$ cat config.mk
export PLATFORM = sky130hd
export DESIGN_NAME = nn_dataset_writer_flat
export DESIGN_NICKNAME = d
export VERILOG_FILES = /design/src/rtl/nn_dataset_writer_if.sv /design/src/rtl/nn_dataset_writer.sv /design/src/flat_wrapper.sv
export SDC_FILE = /design/constraint.sdc
export NUM_CORES = 1
export LEC_CHECK = 0
export BUFFER_PORTS_ARGS = -buffer_cell sky130_fd_sc_hd__buf_4
export CORE_ASPECT_RATIO = 1.4
export CORE_UTILIZATION = 30
export DETAILED_ROUTE_END_ITERATION = 10
export PLACE_DENSITY = 0.5
export SETUP_SLACK_MARGIN = 0.2
export SYNTH_ARGS = -nofsm -noshare
export SYNTH_HDL_FRONTEND = slang
export SYNTH_SLANG_ARGS = --single-unit
$ cat constraint.sdc
create_clock -name clk -period 7.8 [get_ports clk]
set_clock_uncertainty 0.1 [all_clocks]
set_input_delay 1.56 -clock clk [delete_from_list [all_inputs] [get_ports clk]]
set_output_delay 1.56 -clock clk [all_outputs]
set_load 0.01 [all_outputs]
$ cat src/rtl/nn_dataset_writer_if.sv
// nn_dataset_writer_if
//   Bundles the signals between the dataset writer and its neighbours. These are
//   the framed input stream, the data-memory write port, the processor
//   train/test handshake, the result port and the status flags. Signal names
//   match the writer's original flat ports.
//
//   Modports:
//     master : stream source / processor / memory side (drives s_valid, s_data,
//              s_last, test_output; observes everything else)
//     slave  : the writer itself (nn_dataset_writer)
//
//   Parameter:
//     ADDR_W : data-memory address width
`timescale 1ns/1ps
interface nn_dataset_writer_if #(
    parameter int ADDR_W = 11
);
    logic              s_valid;
    logic [31:0]       s_data;
    logic              s_last;
    logic              s_ready;
    logic              mem_we;
    logic [ADDR_W-1:0] mem_waddr;
    logic [31:0]       mem_wdata;
    logic              train;
    logic              test;
    logic [31:0]       test_output;
    logic              result_valid;
    logic [31:0]       result_data;
    logic              busy;
    logic              error;

    modport master (
        output s_valid, s_data, s_last, test_output,
        input  s_ready, mem_we, mem_waddr, mem_wdata, train, test,
               result_valid, result_data, busy, error
    );

    modport slave (
        input  s_valid, s_data, s_last, test_output,
        output s_ready, mem_we, mem_waddr, mem_wdata, train, test,
               result_valid, result_data, busy, error
    );
endinterface

$ cat src/rtl/nn_dataset_writer.sv
// nn_dataset_writer
//   Write-side front end for the neural processor's data memory. It takes a
//   framed stream made of a numTrain word, a numTest word, then
//   (numTrain+numTest)*REC_WORDS record words. Each accepted word is written to
//   memory one cycle later, at consecutive addresses from 0. After the last
//   record word the block pulses train, waits for the processor's
//   ready-to-test sentinel, then issues one test pulse per test record. Each
//   sampled network output is returned on result_data/result_valid.
//
//   Ports:
//     clk, rst : clock; asynchronous active-high reset
//     bus      : nn_dataset_writer_if.slave
//                (stream in, memory write port, train/test, result, busy/error)
//
//   Parameters: ADDR_W (memory address width), REC_WORDS (words per record),
//               TEST_WAIT (cycles from test pulse to sampling test_output)
//
//   Build option: define NN_WRITER_WDOG_EN to add a 24-bit watchdog on the
//   wait for the train-complete sentinel. The watchdog sends the block to ERR
//   after 2^24-1 cycles without the sentinel.
`timescale 1ns/1ps
module nn_dataset_writer #(
    parameter int ADDR_W    = 11,
    parameter int REC_WORDS = 5,
    parameter int TEST_WAIT = 12
) (
    input logic              clk,
    input logic              rst,
    nn_dataset_writer_if.slave bus
);
    localparam logic [31:0] SENTINEL  = 32'hD00D_B00B;
    localparam int unsigned MEM_WORDS = 1 << ADDR_W;
    localparam int          WAIT_W    = (TEST_WAIT > 0) ? $clog2(TEST_WAIT + 1) : 1;

    typedef enum logic [3:0] {
        IDLE, HDR_TEST, BODY, KICK_TRAIN, WAIT_TRAIN,
        KICK_TEST, WAIT_TEST, DONE, ERR
    } state_t;

    state_t            state;
    logic [7:0]        num_train;
    logic [7:0]        rem_test;
    logic [11:0]       body_len;
    logic [11:0]       word_cnt;
    logic [WAIT_W-1:0] wait_cnt;
`ifdef NN_WRITER_WDOG_EN
    localparam logic [23:0] WDOG_LIMIT = 24'hFF_FFFE;
    logic [23:0]       wdog;
`endif

    logic        accept;
    logic [11:0] hdr_len;
    logic        hdr_overflow;

    assign accept = bus.s_valid & bus.s_ready;

    // Body length is formed while the numTest word is on the bus, so that the
    // overflow decision can suppress that same word's write.
    assign hdr_len      = 12'((32'(num_train) + 32'(bus.s_data[7:0])) * 32'(REC_WORDS));
    assign hdr_overflow = (32'(hdr_len) + 32'd2) > 32'(MEM_WORDS);

    // Moore decodes of the state register.
    assign bus.s_ready = (state == IDLE) || (state == HDR_TEST) || (state == BODY);
    assign bus.busy    = !((state == IDLE) || (state == ERR) || (state == DONE));
    assign bus.error   = (state == ERR);

    always_ff @(posedge clk or posedge rst) begin
        if (rst) begin
            state            <= IDLE;
            num_train        <= '0;
            rem_test         <= '0;
            body_len         <= '0;
            word_cnt         <= '0;
            wait_cnt         <= '0;
            bus.mem_we       <= 1'b0;
            bus.mem_waddr    <= '0;
            bus.mem_wdata    <= '0;
            bus.train        <= 1'b0;
            bus.test         <= 1'b0;
            bus.result_valid <= 1'b0;
            bus.result_data  <= '0;
`ifdef NN_WRITER_WDOG_EN
            wdog             <= '0;
`endif
        end else begin
            bus.mem_we       <= 1'b0;
            bus.train        <= 1'b0;
            bus.test         <= 1'b0;
            bus.result_valid <= 1'b0;

            case (state)
                IDLE: begin
                    if (accept) begin
                        num_train     <= bus.s_data[7:0];
                        bus.mem_we    <= 1'b1;
                        bus.mem_waddr <= '0;
                        bus.mem_wdata <= bus.s_data;
                        state         <= bus.s_last ? ERR : HDR_TEST;
                    end
                end

                HDR_TEST: begin
                    if (accept) begin
                        if (hdr_overflow) begin
                            state <= ERR;
                        end else begin
                            bus.mem_we    <= 1'b1;
                            bus.mem_waddr <= ADDR_W'(1);
                            bus.mem_wdata <= bus.s_data;
                            rem_test      <= bus.s_data[7:0];
                            body_len      <= hdr_len;
                            word_cnt      <= '0;
                            if (hdr_len == '0)
                                state <= DONE;
                            else if (bus.s_last)
                                state <= ERR;
                            else
                                state <= BODY;
                        end
                    end
                end

                BODY: begin
                    if (accept) begin
                        bus.mem_we    <= 1'b1;
                        bus.mem_waddr <= ADDR_W'(32'(word_cnt) + 32'd2);
                        bus.mem_wdata <= bus.s_data;
                        if (word_cnt == body_len - 12'd1) begin
                            // train is raised on entry to KICK_TRAIN so that it
                            // lines up with the final word's memory write.
                            bus.train <= (num_train != '0);
                            state     <= KICK_TRAIN;
                        end else begin
                            word_cnt <= word_cnt + 12'd1;
                            if (bus.s_last)
                                state <= ERR;
                        end
                    end
                end

                KICK_TRAIN: begin
`ifdef NN_WRITER_WDOG_EN
                    wdog <= '0;
`endif
                    state <= (num_train == '0) ? KICK_TEST : WAIT_TRAIN;
                end

                WAIT_TRAIN: begin
                    if (bus.test_output == SENTINEL)
                        state <= KICK_TEST;
`ifdef NN_WRITER_WDOG_EN
                    else if (wdog == WDOG_LIMIT)
                        state <= ERR;
                    else
                        wdog <= wdog + 24'd1;
`endif
                end

                KICK_TEST: begin
                    if (rem_test == '0) begin
                        state <= DONE;
                    end else begin
                        bus.test <= 1'b1;
                        wait_cnt <= WAIT_W'(TEST_WAIT);
                        state    <= WAIT_TEST;
                    end
                end

                WAIT_TEST: begin
                    if (wait_cnt == '0) begin
                        bus.result_data  <= bus.test_output;
                        bus.result_valid <= 1'b1;
                        rem_test         <= rem_test - 8'd1;
                        state            <= KICK_TEST;
                    end else begin
                        wait_cnt <= wait_cnt - 1'b1;
                    end
                end

                DONE:    state <= IDLE;
                ERR:     state <= ERR;
                default: state <= IDLE;
            endcase
        end
    end
endmodule

$ cat src/flat_wrapper.sv
// flat-port wrapper written by rule: the top's interface ports become plain ports
module nn_dataset_writer_flat 
#(
    parameter int ADDR_W    = 11,
    parameter int REC_WORDS = 5,
    parameter int TEST_WAIT = 12
)
  (clk, rst, bus_s_valid, bus_s_data, bus_s_last, bus_test_output, bus_s_ready, bus_mem_we, bus_mem_waddr, bus_mem_wdata, bus_train, bus_test, bus_result_valid, bus_result_data, bus_busy, bus_error);
  nn_dataset_writer_if #(.ADDR_W(ADDR_W)) bus_i ();
  input logic clk;
  input logic rst;
  input wire logic [$bits(bus_i.s_valid)-1:0] bus_s_valid;
  input wire logic [$bits(bus_i.s_data)-1:0] bus_s_data;
  input wire logic [$bits(bus_i.s_last)-1:0] bus_s_last;
  input wire logic [$bits(bus_i.test_output)-1:0] bus_test_output;
  output wire logic [$bits(bus_i.s_ready)-1:0] bus_s_ready;
  output wire logic [$bits(bus_i.mem_we)-1:0] bus_mem_we;
  output wire logic [$bits(bus_i.mem_waddr)-1:0] bus_mem_waddr;
  output wire logic [$bits(bus_i.mem_wdata)-1:0] bus_mem_wdata;
  output wire logic [$bits(bus_i.train)-1:0] bus_train;
  output wire logic [$bits(bus_i.test)-1:0] bus_test;
  output wire logic [$bits(bus_i.result_valid)-1:0] bus_result_valid;
  output wire logic [$bits(bus_i.result_data)-1:0] bus_result_data;
  output wire logic [$bits(bus_i.busy)-1:0] bus_busy;
  output wire logic [$bits(bus_i.error)-1:0] bus_error;
  assign bus_i.s_valid = bus_s_valid;
  assign bus_i.s_data = bus_s_data;
  assign bus_i.s_last = bus_s_last;
  assign bus_i.test_output = bus_test_output;
  assign bus_s_ready = bus_i.s_ready;
  assign bus_mem_we = bus_i.mem_we;
  assign bus_mem_waddr = bus_i.mem_waddr;
  assign bus_mem_wdata = bus_i.mem_wdata;
  assign bus_train = bus_i.train;
  assign bus_test = bus_i.test;
  assign bus_result_valid = bus_i.result_valid;
  assign bus_result_data = bus_i.result_data;
  assign bus_busy = bus_i.busy;
  assign bus_error = bus_i.error;
  nn_dataset_writer #(.ADDR_W(ADDR_W), .REC_WORDS(REC_WORDS), .TEST_WAIT(TEST_WAIT)) u_core (.clk(clk), .rst(rst), .bus(bus_i));
endmodule
==> results of run 1 <==
power by group:
part	internal, mW	switching, mW
logic	1.02	1.32
clock network	0.517	0.317
registers	0.887	0.226
total	2.43	1.86
metrics by stage:
stage               setup WS, ns  total power [mW]  instance area [um2]  util, %
floorplan                   2.01              2.78                 7080        -
global placement            1.15              3.45                 8470     36.5
detailed placement          1.05              3.48                 8470     36.5
CTS                         1.50              4.35                 9090     39.2
global route                1.14              4.63                 9090     39.2
finish                      1.51              4.29                 9090     39.2
area by class of cell:
| class | count | area [um2] | area share [%] |
|---|---|---|---|
| Timing Repair Buffer | 156 | 1170 | 12.9 |
| Clock inverter | 14 | 180 | 1.98 |
| Sequential cell | 127 | 3180 | 35.0 |
| Inverter | 36 | 138 | 1.51 |
| Tap cell | 306 | 383 | 4.21 |
| Clock buffer | 18 | 439 | 4.83 |
| Multi-Input combinational cell | 534 | 3600 | 39.6 |
cell families after synthesis:
logic type	Yosys count
flops	127
mux	48
buf+inv	71
fa+ha+maj	31
xor+xnor	39
compound gates	130
simple gates	286
routing by layer:
metal | global-route usage [%] | up-vias | share of wire [%]
met5 | 0 | - | 0
met2 | 27.8 | 128 | 52
met3 | 2.70 | 24 | 3.7
met4 | 6.65 | 0 | 1.8
met1 | 18.5 | 2804 | 42
li1 | - | 2884 | -
final timing paths:
| path | startpoint | endpoint | slack (ns) |
|---|---|---|---|
| hold reg to reg | u_core.bus.result_data[1]$_DFFE_PP0P_ | u_core.bus.result_data[1]$_DFFE_PP0P_ | 0.37 |
| min in group asynchronous | rst | u_core.bus.mem_wdata[9]$_DFFE_PP0P_ | 1.21 |
| setup reg to reg | u_core.num_train[0]$_DFFE_PP0P_ | u_core.bus.mem_wdata[27]$_DFFE_PP0P_ | 2.35 |
| setup / recovery | bus_s_data[0] | u_core.bus.mem_wdata[27]$_DFFE_PP0P_ | 1.51 |
| hold / removal | u_core.bus.result_data[1]$_DFFE_PP0P_ | u_core.bus.result_data[1]$_DFFE_PP0P_ | 0.37 |
| max in group asynchronous | rst | u_core.num_train[4]$_DFFE_PP0P_ | 5.06 |
registers in the layout (all words and copies together), names as in the netlist:
register                 count
u_core.bus.mem_wdata        32
u_core.bus.result_data      32
u_core.body_len             12
u_core.word_cnt             12
u_core.bus.mem_waddr        11
u_core.num_train             8
u_core.rem_test              8
u_core.state                 4
u_core.wait_cnt              4
u_core.bus.mem_we            1
u_core.bus.result_valid      1
u_core.bus.test              1
u_core.bus.train             1
placed cells by master (no fill, tap or decap), types with 14 or more instances in the layout:
cell,instances
buf_4,156
nand2_1,141
dfrtp_1,127
inv_1,34
nor2_1,30
nand3_1,30
mux2_1,29
ha_1,29
a21oi_1,27
xnor2_1,24
o21ai_0,17
clkbuf_16,17
mux2_2,16
a21o_1,15
xor2_1,14
worst min-delay path: stages (launching register included):
cell,delay (ns)
dfrtp_1,0.34
nand2_1,0.05
nand2_1,0.05
==> impl_metrics.yaml, run 1 <==
timing:
  tns_ns: 0
  rsz0062_at_grt: "no"
  min_period_ns: 6.29
  slew-limit-headroom_pct: 34.3
  fin_crit_sh_pct: 80.6
  maxSlewViolCount: 0
  setup_viol: 0
  finalHoldViolCount: 0
  holdWs_ns: 0.372
  fmax_ghz: 0.159
  worst_pin_slew_ns: 0.979
clocking:
  path_clk_slew_ns: 0.06
  cts-resized-gates: 0
  cts_tree: "built"
  cts_buffer_depth: 2
  cts-htree-levels: 4
  post_cts_buffers: 0
  worstSkewPairLatency_ns: 0.42
  postCtsHoldBufs: 0
  cts_sinks: 127
  cts_made_buffers: 17
  cts_root_buf: "clkbuf_16"
worst_setup_path:
  crit_type: "in2reg"
  slowest_delay_ns: 0.46
  required_ns: 8.01
  critPathBufInv: 3
  r2r_cells: 19
  critPathTopFamily: "compound AO/OA/AOI/OAI gates"
  worstSetupPathDepth: 20
  worstSetupEndpointType: "flip-flop"
  crit_top_cell: "ha_1"
  crit_path_start_kind: "input port"
  cp_max_fo: 36
  cp_cell_sequence: "buf_4 -> ha_1 -> inv_1 -> fa_1 -> nand2b_1 -> a21oi_1 -> nand3_1 -> nand2_1 -> xor2_1 -> ha_1 -> ha_1 -> and3_1 -> a211o_1 -> a31oi_1 -> o21ai_0 -> o2111ai_1 -> nand3_2 -> a21oi_4 -> buf_4 -> mux2_2"
  critPathArrivalTime_ns: 6.49
  slowest_stage: "buf_4"
pwr:
  p_leak_nw: 4.16
  power_density_nw_per_um2: 471
  ir_drop_v: 0.000263
synthesis:
  yosys.area.top_type_share_pct: 44.9
  ys_seq_area_share_pct: 44.9
  synth_area_leaders: "dfrtp_1 45%, nand2_1 7.5%, ha_1 5.1%"
  synth_edf_count: 0
  synth_compound_area_share_pct: 13.1
  synthAdderAreaFrac_pct: 5.69
  syn_area_um2: 7080
  syn_inst: 732
  avgSynthCellArea_um2: 9.67
  synth_warnings: 0
  netlist.top_cell.by_area: "dfrtp_1"
  synth_common_cells: "141 x nand2_1, 127 x dfrtp_1, 35 x inv_1"
  synthXorXnorAreaFrac_pct: 4.93
  yosysMostFrequentCell: "nand2_1"
  synthMuxAreaShare_pct: 7.58
  synthSimpleGateAreaFrac_pct: 19.6
  yosys_most_used_dff: "dfrtp_1"
  syn_nets: 831
  synth_top_family_by_area: "simple AND/OR/NAND/NOR gates"
  synth_cell_types: 73
  synth_async_sr_flop_share_pct: 100
  synth_seq_cells: 127
die:
  coreArea_um2: 23200
  rows: 66
  dieArea_um2: 24200
  io_pins: 150
  die_y_um: 184
  initial_core_util_pct: 30.5
  die_w_um: 132
global_route:
  antenna_found_initial: 0
  grt.total_usage_pct: 15.6
  grt_overflow: 0
  grt_max_degree: 69
  grt_first_pass_wirelength_mm: 30.1
  first_global_vias: 5727
route:
  drt-initial-drc-count: 224
  first_pass_iters: 5
  routed_wl_mm: 18.6
  ant_nets: 0
  vias_per_cell: 4.90
  route.detailed.drc: 0
  vias: 5840
  wire_per_inst_um: 15.6
finish:
  antenna_cells: 0
  drive_gt1_share_pct: 25.0
  nets: 971
  fillers: 2352
  final_cells: 1191
  syn_to_final_growth_pct: 28.5
placement:
  post-place-cells: 1159
  hpwl_mm: 13.8
  place_congestion: 0.759
  port_buffers: 149
run:
  cap_violations: 0
status:
  status: "completed"
hold_path:
  min_path_cells: 2
  hp-class: "reg2reg"
Power figures use the tool's default switching activity.
==> run 2, diff against run 1 <==
PLACE_DENSITY = 0.52   (was 0.5)
clock period = 5.1 ns   (was 7.8 ns; I/O delays follow)
==> impl_metrics.yaml, run 2 (synthesis gave the netlist of run 1 again) <==
status:
  status: "completed"
worst_setup_path:
  slowest_delay_ns: 0.44
  required_ns: 5.30
  crit_path_start_kind: "input port"
  cp_cell_sequence: "buf_8 -> ha_4 -> a21o_1 -> a21oi_2 -> o21bai_1 -> a21oi_2 -> o21bai_1 -> a21oi_1 -> xnor2_1 -> ha_1 -> ha_4 -> a21o_1 -> a211o_1 -> xnor2_2 -> a2111o_1 -> nand3_2 -> nand3_4 -> a21oi_4 -> buf_12 -> clkbuf_16 -> mux2_4"
  slowest_stage: "a2111o_1"
  crit_type: "in2reg"
  worstSetupEndpointType: "flip-flop"
  cp_max_fo: 6
  critPathArrivalTime_ns: 5.08
  r2r_cells: 20
finish:
  reg.largest.list: "u_core.bus.mem_wdata x32, u_core.bus.result_data x32"
  final_cells: 1245
  final_common_cell: "buf_4"
  most-common-layout-cells: "193 x buf_4, 140 x nand2_1, 127 x dfrtp_1, 35 x mux2_4, 33 x inv_1"
  syn_to_final_growth_pct: 41.0
  nets: 1025
  drive_gt1_share_pct: 35.5
  antenna_cells: 0
  fillers: 2252
  register_area_um2: 3180
  multi_input_area_um2: 3980
die:
  coreArea_um2: 23200
  dieArea_um2: 24200
  die_y_um: 184
  initial_core_util_pct: 30.5
  die_w_um: 132
  io_pins: 150
  rows: 66
global_route:
  use_met3_pct: 2.87
  grt_use_met2_pct: 28.8
  grt_util_met1_pct: 19.7
  grt_overflow: 0
  grt.total_usage_pct: 16.1
  busiest_layer: "met2"
  antenna_found_initial: 0
  grt_max_degree: 69
  grt_first_pass_wirelength_mm: 31.3
  first_global_vias: 5991
placement:
  post-place-cells: 1201
  hpwl_mm: 14.0
  place_congestion: 0.781
  port_buffers: 149
  pre_cts_slack_ns: -0.145
timing:
  fmax_ghz: 0.205
  finalHoldViolCount: 0
  setup_slack_ns: 0.217
  setup_viol: 0
  worst_pin_slew_ns: 1.03
  rsz0062_at_grt: "yes"
  maxSlewViolCount: 0
  min_period_ns: 4.88
  slew-limit-headroom_pct: 31.2
  fin_crit_sh_pct: 95.7
route:
  first_pass_iters: 4
  routed_wl_mm: 19.4
  vias_per_cell: 4.90
  drt-initial-drc-count: 252
  wire_per_inst_um: 15.6
  vias: 6095
  route.detailed.drc: 0
  ant_nets: 0
clocking:
  cts_sinks: 127
  cts_buffer_depth: 2
  cts_tree: "built"
  cts_root_buf: "clkbuf_16"
  cts-htree-levels: 4
  path_clk_slew_ns: 0.06
  cts_made_buffers: 17
  worstSkewPairLatency_ns: 0.43
hold_path:
  min_path_cells: 2
  hp-class: "reg2reg"
pwr:
  power_density_nw_per_um2: 818
  p_leak_nw: 4.60
  ir_drop_v: 0.000471
run:
  cap_violations: 0
## run 2: final cells by class
class / count / share of cell area [%]
Clock inverter: 15 / 1.52
Clock buffer: 17 / 4.26
Multi-Input combinational cell: 534 / 39.9
Sequential cell: 127 / 31.8
Inverter: 36 / 1.38
Timing Repair Buffer: 210 / 17.3
Tap cell: 306 / 3.84
## run 2: final timing paths
kind / slack (ns) / end / start
worst min-delay path: 0.37 / u_core.bus.result_data[4]$_DFFE_PP0P_ / u_core.bus.result_data[4]$_DFFE_PP0P_
max in group asynchronous: 3.32 / u_core.word_cnt[7]$_DFFE_PP0P_ / rst
min in group asynchronous: 0.68 / u_core.bus.result_data[0]$_DFFE_PP0P_ / rst
worst min register to register: 0.37 / u_core.bus.result_data[4]$_DFFE_PP0P_ / u_core.bus.result_data[4]$_DFFE_PP0P_
worst max-delay path: 0.22 / u_core.bus.mem_wdata[24]$_DFFE_PP0P_ / bus_s_data[1]
worst max register to register: 0.43 / u_core.bus.mem_wdata[24]$_DFFE_PP0P_ / u_core.num_train[1]$_DFFE_PP0P_
## run 2: critical path: cells and delay by family
| family | cells | cell delay, ns |
|---|---|---|
| fa+ha+maj | 3 | 0.77 |
| mux | 1 | 0.29 |
| simple gates | 2 | 0.23 |
| xor+xnor | 2 | 0.36 |
| buf+inv | 3 | 0.40 |
| compound gates | 10 | 2.01 |
## run 2: per-stage QoR
step	power [mW]	cell area [um2]	utilization, %	hold WS, ns	TNS (ns)
after floorplan	4.66	7290	-	0.372	0
after global placement	6.46	9020	38.9	0.359	-7.54
after detailed placement	6.48	9020	38.9	0.363	-6.57
after CTS	7.73	9600	41.4	0.380	0
after global routing	8.79	9980	43.0	0.399	-1.31
final	8.16	9980	43.0	0.374	0
## run 2: timing repair
action,CTS,global route
resized for setup,0,50
endpoints found under the setup margin,0,70
buffers inserted,0,8
hold buffers,0,0
## run 2: power by group
group / internal, mW / switching (mW) / total, mW
Combinational: 2.75 / 2.49 / 5.23
Clock: 0.687 / 0.521 / 1.21
Sequential: 1.36 / 0.367 / 1.72
Total: 4.79 / 3.37 / 8.16
## run 2: metal layers
metal  routed length [um]  vias up
li1                     -     2984
met1                 8280     2978
met2                10400      117
met3                  536       16
met4                  185        0
met5                    0        -
==> run 3, diff against run 2 <==
ABC_AREA = 1   (was unset)
PLACE_DENSITY = 0.51   (was 0.52)
==> impl_metrics.yaml, run 3 <==
status:
  status: "completed"
worst_setup_path:
  ff2ff_setup_slack_ns: 0.88
  critPathArrivalTime_ns: 4.79
  worstSetupEndpointType: "flip-flop"
  crit_path_start_kind: "input port"
  required_ns: 5.35
  cp_cell_sequence: "buf_4 -> ha_1 -> inv_1 -> fa_1 -> nand3b_1 -> nand2_1 -> xor2_1 -> ha_1 -> fa_1 -> nand3_1 -> nor2_1 -> nand3_1 -> nor3_1 -> nand3_2 -> nand3_2 -> nand2_4 -> inv_4 -> buf_12 -> nand2_1 -> nand2_1"
  crit_top_cell: "nand2_1"
  crit_type: "in2reg"
  critPathTopFamily: "simple AND/OR/NAND/NOR gates"
  slowest_delay_ns: 0.62
  critPathBufInv: 4
  slowest_stage: "fa_1"
  r2r_cells: 19
  cp_max_fo: 22
  r2r_end: "u_core.bus.mem_waddr[4]$_DFFE_PP0P_"
  reg2reg_from: "u_core.num_train[0]$_DFFE_PP0P_"
die:
  rows: 68
  coreArea_um2: 24600
  dieArea_um2: 25600
  die_w_um: 135
  io_pins: 150
  die_y_um: 189
  initial_core_util_pct: 30.4
timing:
  setup_viol: 0
  maxSlewViolCount: 0
  fin_crit_sh_pct: 88.9
  fmax_ghz: 0.220
  finalHoldViolCount: 0
  min_period_ns: 4.54
  tns_ns: 0
  worst_pin_slew_ns: 0.783
  rsz0062_at_grt: "no"
  slew-limit-headroom_pct: 47.7
placement:
  dpl-instance-area_um2: 8930
  hpwl_mm: 15.7
  place_congestion: 0.865
  port_buffers: 149
synthesis:
  yosys_most_used_dff: "dfrtp_1"
  synth_warnings: 0
  ys_seq_area_share_pct: 42.5
  synth_seq_cells: 127
  syn_area_um2: 7470
  synth_cell_types: 40
  yosysMostFrequentCell: "nand2_1"
  synth_area_leaders: "dfrtp_1 43%, nand2_1 19%, inv_1 5.0%"
  synth_edf_count: 0
  synth_common_cells: "378 x nand2_1, 127 x dfrtp_1, 100 x inv_1"
  synth_async_sr_flop_share_pct: 100
  syn_nets: 1106
  netlist.top_cell.by_area: "dfrtp_1"
  yosys.area.top_type_share_pct: 42.5
  avgSynthCellArea_um2: 7.42
  syn_inst: 1007
clocking:
  cts-htree-levels: 4
  worstSkewPairLatency_ns: 0.42
  post_cts_buffers: 0
  postCtsHoldBufs: 0
  cts_tree: "built"
  cts_made_buffers: 17
  cts_sinks: 127
  path_clk_slew_ns: 0.05
  cts_root_buf: "clkbuf_16"
  cts_buffer_depth: 2
global_route:
  antenna_found_initial: 0
  grt_max_degree: 55
  grt_first_pass_wirelength_mm: 33.6
  grt_overflow: 0
  first_global_vias: 6810
  grt.total_usage_pct: 16.6
route:
  first_pass_iters: 6
  ant_nets: 0
  routed_wl_mm: 20.3
  wire_per_inst_um: 13.7
  vias_per_cell: 4.56
  route.detailed.drc: 0
  drt-initial-drc-count: 284
  vias: 6769
finish:
  antenna_cells: 0
  nets: 1257
  drive_gt1_share_pct: 19.8
  most-common-layout-cells: "377 x nand2_1, 157 x buf_4, 127 x dfrtp_1, 99 x inv_1, 79 x nor2_1"
  reg.largest.list: "u_core.bus.mem_wdata x32, u_core.bus.result_data x32"
  fillers: 2585
  final_area_um2: 9560
  final_common_cell: "nand2_1"
  syn_to_final_growth_pct: 27.8
pwr:
  p_leak_nw: 4.94
  power_density_nw_per_um2: 742
  ir_drop_v: 0.000382
hold_path:
  worstHoldStart: "u_core.bus.mem_wdata[4]$_DFFE_PP0P_"
  min_path_cells: 2
  hp-class: "reg2reg"
  whs_endpoint: "u_core.bus.mem_wdata[4]$_DFFE_PP0P_"
run:
  cap_violations: 0
run 3: cell types whose count changed in the layout (fill, tap and decap cells not counted), moves of 35 or more:
cell     change
inv_1       +66
buf_4       -36
mux2_4      -35
nand2_1    +237
nand3_1     +41
nor2_1      +49
run 3: routing by layer:
layer	up-vias	GRT usage (%)	share of wire [%]
li1	3488	-	-
met1	3118	19.5	43
met2	130	29.5	50
met3	33	2.23	3.4
met4	0	7.82	3.1
met5	-	0	0
run 3: worst reg2reg max path, cell delays in order (launching register included):
cell and delay, ns:
dfrtp_1 0.38, ha_1 0.18, inv_1 0.05, fa_1 0.39
nand3b_1 0.17, nand2_1 0.15, xor2_1 0.23, ha_1 0.31
fa_1 0.62, nand3_1 0.13, nor2_1 0.19, nand3_1 0.15
nor3_1 0.24, nand3_2 0.17, nand3_2 0.16, nand2_4 0.10
inv_4 0.14, buf_12 0.17, nand2_1 0.07, nand2_1 0.06
run 3: logic make-up after synthesis:
kind of cell | synth area share [%]
buf+inv | 7.85
simple gates | 33.2
mux | 0.753
fa+ha+maj | 5.39
compound gates | 5.78
xor+xnor | 4.52
flops | 42.5
run 3: worst max-delay path by stage:
stage	from	end	slack, ns	cells after the start
2_1_floorplan	rst	u_core.body_len[0]$_DFFE_PP0P_	0.60	1
3_3_place_gp	bus_s_data[2]	u_core.rem_test[2]$_DFFE_PP0P_	0.08	28
3_5_place_dp	bus_s_data[2]	u_core.rem_test[6]$_DFFE_PP0P_	0.04	28
4_1_cts	bus_s_data[2]	u_core.rem_test[3]$_DFFE_PP0P_	0.47	28
5_1_grt	bus_s_data[2]	u_core.bus.mem_waddr[8]$_DFFE_PP0P_	0.22	30
6_report	bus_s_data[0]	u_core.bus.mem_waddr[4]$_DFFE_PP0P_	0.56	20
run 3: metrics by stage:
step / setup WS [ns] / utilization (%) / instances / power (mW) / hold slack [ns]
floorplan: 0.596 / - / 1007 / 4.62 / 0.358
global placement: 0.0776 / 36.3 / 1454 / 5.84 / 0.354
detailed placement: 0.0429 / 36.3 / 1454 / 5.88 / 0.360
CTS: 0.468 / 38.8 / 1486 / 7.16 / 0.373
global route: 0.221 / 38.9 / 1486 / 7.84 / 0.398
finish: 0.564 / 38.9 / 1486 / 7.09 / 0.368
run 3: final cells by class:
cell class / count / area, um2 / share of cell area (%)
clock inverter: 13 / 163 / 1.70
sequential: 127 / 3180 / 33.3
tap: 315 / 394 / 4.12
timing repair buffer: 161 / 1240 / 13.0
inverter: 108 / 410 / 4.29
multi-input combinational: 743 / 3730 / 39.0
clock buffer: 19 / 443 / 4.64
run 3: report_power, final:
group	switching, mW	total [mW]	internal (mW)
Sequential	0.237	1.56	1.32
Combinational	2.66	4.29	1.62
Clock	0.466	1.25	0.783
run 3: timing repair:
action,4_1_cts,5_1_grt
gates resized for setup,0,6
endpoints found under the setup margin,0,72
endpoints found under the hold margin,0,0
